File: src/rtl/cpu_pkg.sv
// Shared CPU pipeline types.
package cpu_pkg;

  // IF/ID pipeline register payload: fetch address plus instruction word.
  typedef struct packed {
    logic [31:0] pc_address;
    logic [31:0] instruc;
  } if_id_data_t;

endpackage

File: src/rtl/if_fetch_stage.sv
// Instruction-fetch stage: owns the PC, keeps at most one instruction-memory
// request in flight, buffers a response that lands during a stall, and
// squashes in-flight work on a branch redirect from MEM.
module if_fetch_stage
  import cpu_pkg::*;
#(
  parameter logic [31:0] RESET_PC = 32'h0000_0000
) (
  input  logic        clk,
  input  logic        rst_n,
  input  logic        stall_i,
  input  logic        branch_taken_i,
  input  logic [31:0] branch_target_i,
  output logic        imem_req_o,
  output logic [31:0] imem_addr_o,
  input  logic        imem_rvalid_i,
  input  logic [31:0] imem_rdata_i,
  output if_id_data_t if_id_o,
  output logic        if_id_valid_o
);

  // FETCH: idle, WAIT: request in flight, HOLD: response parked during a
  // stall, DROP: in-flight response belongs to a squashed path.
  typedef enum logic [1:0] {
    S_FETCH = 2'd0,
    S_WAIT  = 2'd1,
    S_HOLD  = 2'd2,
    S_DROP  = 2'd3
  } state_e;

  state_e      state_q, state_d;
  logic [31:0] pc_q, pc_d;
  logic [31:0] buf_q, buf_d;
  if_id_data_t if_id_q, if_id_d;
  logic        valid_q, valid_d;
  logic        req_c;
  logic [31:0] addr_c;
  logic [31:0] pc_next;

  // Clear the byte-offset bits so every fetch address is word aligned.
  function automatic logic [31:0] word_align(input logic [31:0] addr);
    return addr & 32'hFFFF_FFFC;
  endfunction

  // Sequential PC wraps modulo 2^32.
  assign pc_next = pc_q + 32'd4;

  // Next-state, PC, buffer and IF/ID update plus the combinational request.
  always_comb begin
    state_d = state_q;
    pc_d    = pc_q;
    buf_d   = buf_q;
    if_id_d = if_id_q;
    // A stall freezes the valid bit; otherwise it drops unless an
    // instruction is delivered below.
    valid_d = stall_i ? valid_q : 1'b0;
    req_c   = 1'b0;
    addr_c  = pc_q;

    if (branch_taken_i) begin
      // Redirect wins over everything: flush IF/ID even under stall and
      // never issue a request in the same cycle.
      pc_d    = word_align(branch_target_i);
      valid_d = 1'b0;
      case (state_q)
        S_WAIT, S_DROP: state_d = imem_rvalid_i ? S_FETCH : S_DROP;
        default:        state_d = S_FETCH;
      endcase
    end else begin
      case (state_q)
        S_FETCH: begin
          req_c   = 1'b1;
          state_d = S_WAIT;
        end
        S_WAIT: begin
          if (imem_rvalid_i) begin
            if (stall_i) begin
              buf_d   = imem_rdata_i;
              state_d = S_HOLD;
            end else begin
              // Deliver and chain the next request in the same cycle so a
              // single-cycle memory sustains one instruction per clock.
              if_id_d.pc_address = pc_q;
              if_id_d.instruc    = imem_rdata_i;
              valid_d            = 1'b1;
              pc_d               = pc_next;
              req_c              = 1'b1;
              addr_c             = pc_next;
            end
          end
        end
        S_HOLD: begin
          if (!stall_i) begin
            if_id_d.pc_address = pc_q;
            if_id_d.instruc    = buf_q;
            valid_d            = 1'b1;
            pc_d               = pc_next;
            state_d            = S_FETCH;
          end
        end
        S_DROP: begin
          if (imem_rvalid_i) begin
            state_d = S_FETCH;
          end
        end
        default: state_d = S_FETCH;
      endcase
    end
  end

  // Register FSM state, PC, hold buffer and the IF/ID pipeline register.
  always_ff @(posedge clk) begin
    if (!rst_n) begin
      state_q <= S_FETCH;
      pc_q    <= word_align(RESET_PC);
      buf_q   <= '0;
      if_id_q <= '0;
      valid_q <= 1'b0;
    end else begin
      state_q <= state_d;
      pc_q    <= pc_d;
      buf_q   <= buf_d;
      if_id_q <= if_id_d;
      valid_q <= valid_d;
    end
  end

  // Memory shares rst_n, so the request is masked while reset is held.
  assign imem_req_o    = req_c & rst_n;
  assign imem_addr_o   = addr_c;
  assign if_id_o       = if_id_q;
  assign if_id_valid_o = valid_q;

endmodule

File: config.mk
export PLATFORM = sky130hd
export DESIGN_NAME = if_fetch_stage
export DESIGN_NICKNAME = d
export VERILOG_FILES = /design/src/rtl/cpu_pkg.sv /design/src/rtl/if_fetch_stage.sv
export SDC_FILE = /design/constraint.sdc
export NUM_CORES = 1
export LEC_CHECK = 0
export CAP_MARGIN = 20
export CORE_UTILIZATION = 45
export DETAILED_ROUTE_END_ITERATION = 16
export HOLD_SLACK_MARGIN = 0.03
export PLACE_DENSITY_LB_ADDON = 0.3
export SLEW_MARGIN = 15
export SYNTH_ARGS = -nofsm -noshare
export SYNTH_HDL_FRONTEND = slang
export SYNTH_SLANG_ARGS = --single-unit
File: constraint.sdc
create_clock -name clk -period 2.4 [get_ports clk]
set_input_delay 0.24 -clock clk [delete_from_list [all_inputs] [get_ports clk]]
set_output_delay 0.24 -clock clk [all_outputs]
set_load 0.005 [all_outputs]
==> metrics.md <==
| Metric | Value |
|---|---|
| Status | complete, but fails checks |
| Failing checks | negative setup slack |
| PwrDens | 604.1 mW/mm² |
| Fin crit share | 104.6% |
| Finish-stage setup viols | 5 |
| Multi-input logic area | 0.004033 mm² |
| Post-route DRC | 0 |
| R2R Setup Slk | -0.08 ns |
| FF-to-FF path depth | 11 |
| Initial antenna violation count | 0 |
| CTS tree | yes |
| Total CTS buffers | 17 |
| Data arrival, critical path | 2.27 ns |
| FF+latch count, synth | 127 |
| Inserted Diodes | 0 |
| Post-Syn Area | 0.006698 mm² |
| Post-Layout Cell Count | 1231 |
| Pin count of the biggest net entering global routing | 71 |
| 1st-iter DRT viols | 535 |
| Die area | 0.01538 mm² |
| Die H | 124 µm |
| GRT overflow | 0 |
| EDFF count, synth | 0 |
| FF/Latch Area | 0.002566 mm² |
| Fin area | 0.009839 mm² |
| Syn. warnings | 0 |
| Critical Path Start Type | register |
| PortBufs | 160 |
| Unrepaired setup endpoints after global routing | yes |
| Number of nets in the layout | 1109 |
| DP Cell Count | 1181 |
| Crit. End Element | output port |
| Hold Crit Depth | 3 |
| Sw Share | 25.51% |
| Worst Max-Slew Pin Slew | 0.5817 ns |
| Final hold vios | 0 |
| Core outline area | 0.01453 mm² |
| Max-cap violation count | 0 |
| Post-route ant nets | 0 |
| P_sw | 1.516 mW |
| Commonest non-fill, non-tap cell in the layout | nand2_1 |
| Most frequent cells in the layout | 194 x nand2_1, 130 x clkdlybuf4s50_1, 116 x dfxtp_1, 93 x buf_4, 63 x a21boi_0 |
| Gate Count Post-Synth | 823 |
| Period minus WS final | 2.511 ns |
| Total GRT Usage | 26.53% |
| Placed wire-length estimate | 13240 µm |
| Final WS setup | -0.1111 ns |
| Clk buf depth | 2 |
| CTS clk-pin slew, worst paths | 0.05 ns |
| Sequential area share after synthesis | 37.96% |
| Via density | 5.510 |
| Hold EP | pc_q[12]$_SDFFE_PN0P_ |
| Worst r2r src | pc_q[3]$_SDFFE_PN0P_ |
| Final WL | 20230 µm |
| Crit path kind | reg -> out |
| Main synth FF type | dfxtp_1 |
| H-tree depth | 4 |
| GPL Wtd Cong | 0.8989 |
| Layout area overhead | 46.91% |
| Fmax | 398.2 MHz |
| Final Skew | 0.006715 ns |
| # rows | 44 |
| Fraction of layout cells with a size suffix above 1 | 20.53% |
| Hold WS | 0.2426 ns |
| Clk pwr share | 44.3% |
| Global-route wire length before repair | 31490 µm |
| Clk Tree Root Cell | clkbuf_16 |
| Synth cell types | 64 |
| Fillers | 1180 |
| Internal | 4.428 mW |
| Vias in the first global route | 6297 |
| Num ports | 167 |
| Hold_sp | rst_n |
| CTS Hold Bufs | 0 |
| Routed vias | 6783 |
| Drt wl/cell | 16.44 µm |
| Number of clock sinks | 127 |
| Combinational power share | 17.0% |
| Post-synthesis average cell area | 8.138 µm² |
| Fraction of registers with async set or reset after synthesis | 0% |
| CP Max Fanout | 4 |
| Starting Density | 46.08% |
| Die width | 124 µm |
| Maximum vdd drop | 0.4529 mV |
| Hold Crit Class | in -> reg |
| RR Endpoint | pc_q[28]$_SDFFE_PN0P_ |
| Max-slew headroom | 61.22% |
| Detailed Routing Iterations Pass 1 | 5 |
| Fin. max-slew vios | 0 |
| Latest clock arrival within the worst-skew pair | 0.42 ns |
| DP Worst Slack | -0.3625 ns |
| DP Area | 0.008904 mm² |
| Critical Path RT | 2.16 ns |
| Seq pwr share | 38.7% |
| Pleak | 4.225 nW |
==> registers in the layout, summed over array words and instances, names as in the netlist <==
| name | cells |
|---|---|
| buf_q | 32 |
| state_q | 2 |
| if_id_o | 62 |
| pc_q | 30 |
| if_id_valid_o | 1 |
==> area by class of cell <==
cell class / instances / share of cell area [%]
multi-input combinational: 611 / 40.98
sequential: 127 / 26.08
timing repair buffer: 265 / 24.05
clock buffer: 21 / 4.680
tap: 184 / 2.340
clock inverter: 11 / 1.411
inverter: 12 / 0.4578
==> Yosys cell counts, types with 9 or more instances <==
cell        n  area share [%]
buf_2      11            0.82
o21ai_0    36             2.7
and3_1      9            0.84
o211a_1    34             5.1
nor2_1     28             1.6
nor3_1     10            0.75
nand2_1   198              11
xnor2_1    24             3.1
a21oi_1    24             1.8
and2_1     11             1.0
nand3_1    18             1.3
xor2_1     18             2.4
dfxtp_1   127              38
mux2i_1    38             5.7
inv_1      12            0.67
a21boi_0   63             7.1
clkbuf_1   48             2.7
nand4_1    14             1.3
==> critical path, stage by stage (launching register included) <==
cell      delay, ns
dfxtp_2        0.35
buf_6          0.10
ha_4           0.14
nand4b_4       0.11
nor4_4         0.21
buf_4          0.18
nand4_4        0.14
buf_6          0.17
nor3_4         0.12
xor2_1         0.19
buf_2          0.14
==> power by group through the flow <==
| stage | clock network (mW) | registers (mW) | logic [mW] |
|---|---|---|---|
| after global routing | 2.79 | 2.31 | 1.09 |
| after CTS | 2.66 | 2.30 | 1.00 |
| final | 2.63 | 2.30 | 1.01 |
| after floorplan | 0 | 2.33 | 0.490 |
| after global placement | 0 | 2.34 | 0.987 |
| after detailed placement | 0 | 2.34 | 0.995 |
==> through the flow <==
step / setup TNS (ns) / util [%] / total power, mW
finish: -0.2971 / 67.70 / 5.944
global route: -1.543 / 67.70 / 6.192
CTS: -0.2283 / 67.30 / 5.965
detailed placement: -4.864 / 61.26 / 3.333
global placement: -4.095 / 61.26 / 3.324
floorplan: 0 / - / 2.816
==> routing by layer <==
layer | global-route usage [%] | share of wire, % | wire length, µm | vias to the layer above
li1 | - | - | - | 3268
met1 | 33.30 | 42 | 8489 | 3135
met2 | 42.01 | 46 | 9370 | 321
met3 | 8.104 | 8.7 | 1766 | 59
met4 | 11.16 | 3.0 | 605 | 0
met5 | 0 | 0 | 0 | -
==> worst max-delay path by stage <==
stage / slack (ns) / to / cells after the start / startpoint
2_1_floorplan: 0.05 / pc_q[28]$_SDFFE_PN0P_ / 7 / pc_q[2]$_SDFFE_PN0P_
3_3_place_gp: -0.29 / imem_addr_o[23] / 10 / stall_i
3_5_place_dp: -0.36 / imem_addr_o[25] / 10 / stall_i
4_1_cts: -0.09 / imem_addr_o[28] / 9 / pc_q[10]$_SDFFE_PN0P_
5_1_grt: -0.21 / imem_addr_o[30] / 10 / pc_q[3]$_SDFFE_PN0P_
6_report: -0.11 / imem_addr_o[28] / 10 / pc_q[3]$_SDFFE_PN0P_
==> cells by family after synthesis <==
logic type      synth area share, %
simple gates                  22.17
compound gates                21.56
flops                         37.96
buf+inv                       5.623
xor+xnor                      5.492
mux                           6.015
fa+ha+maj                     1.121
other cells                 0.05599
==> repair_timing <==
item	4_1_cts	5_1_grt
buffers inserted	17	3
setup endpoints to repair	31	27
gates resized for setup	112	41
pin swaps	23	20
Note: power is estimated with default switching activity, not from simulation.
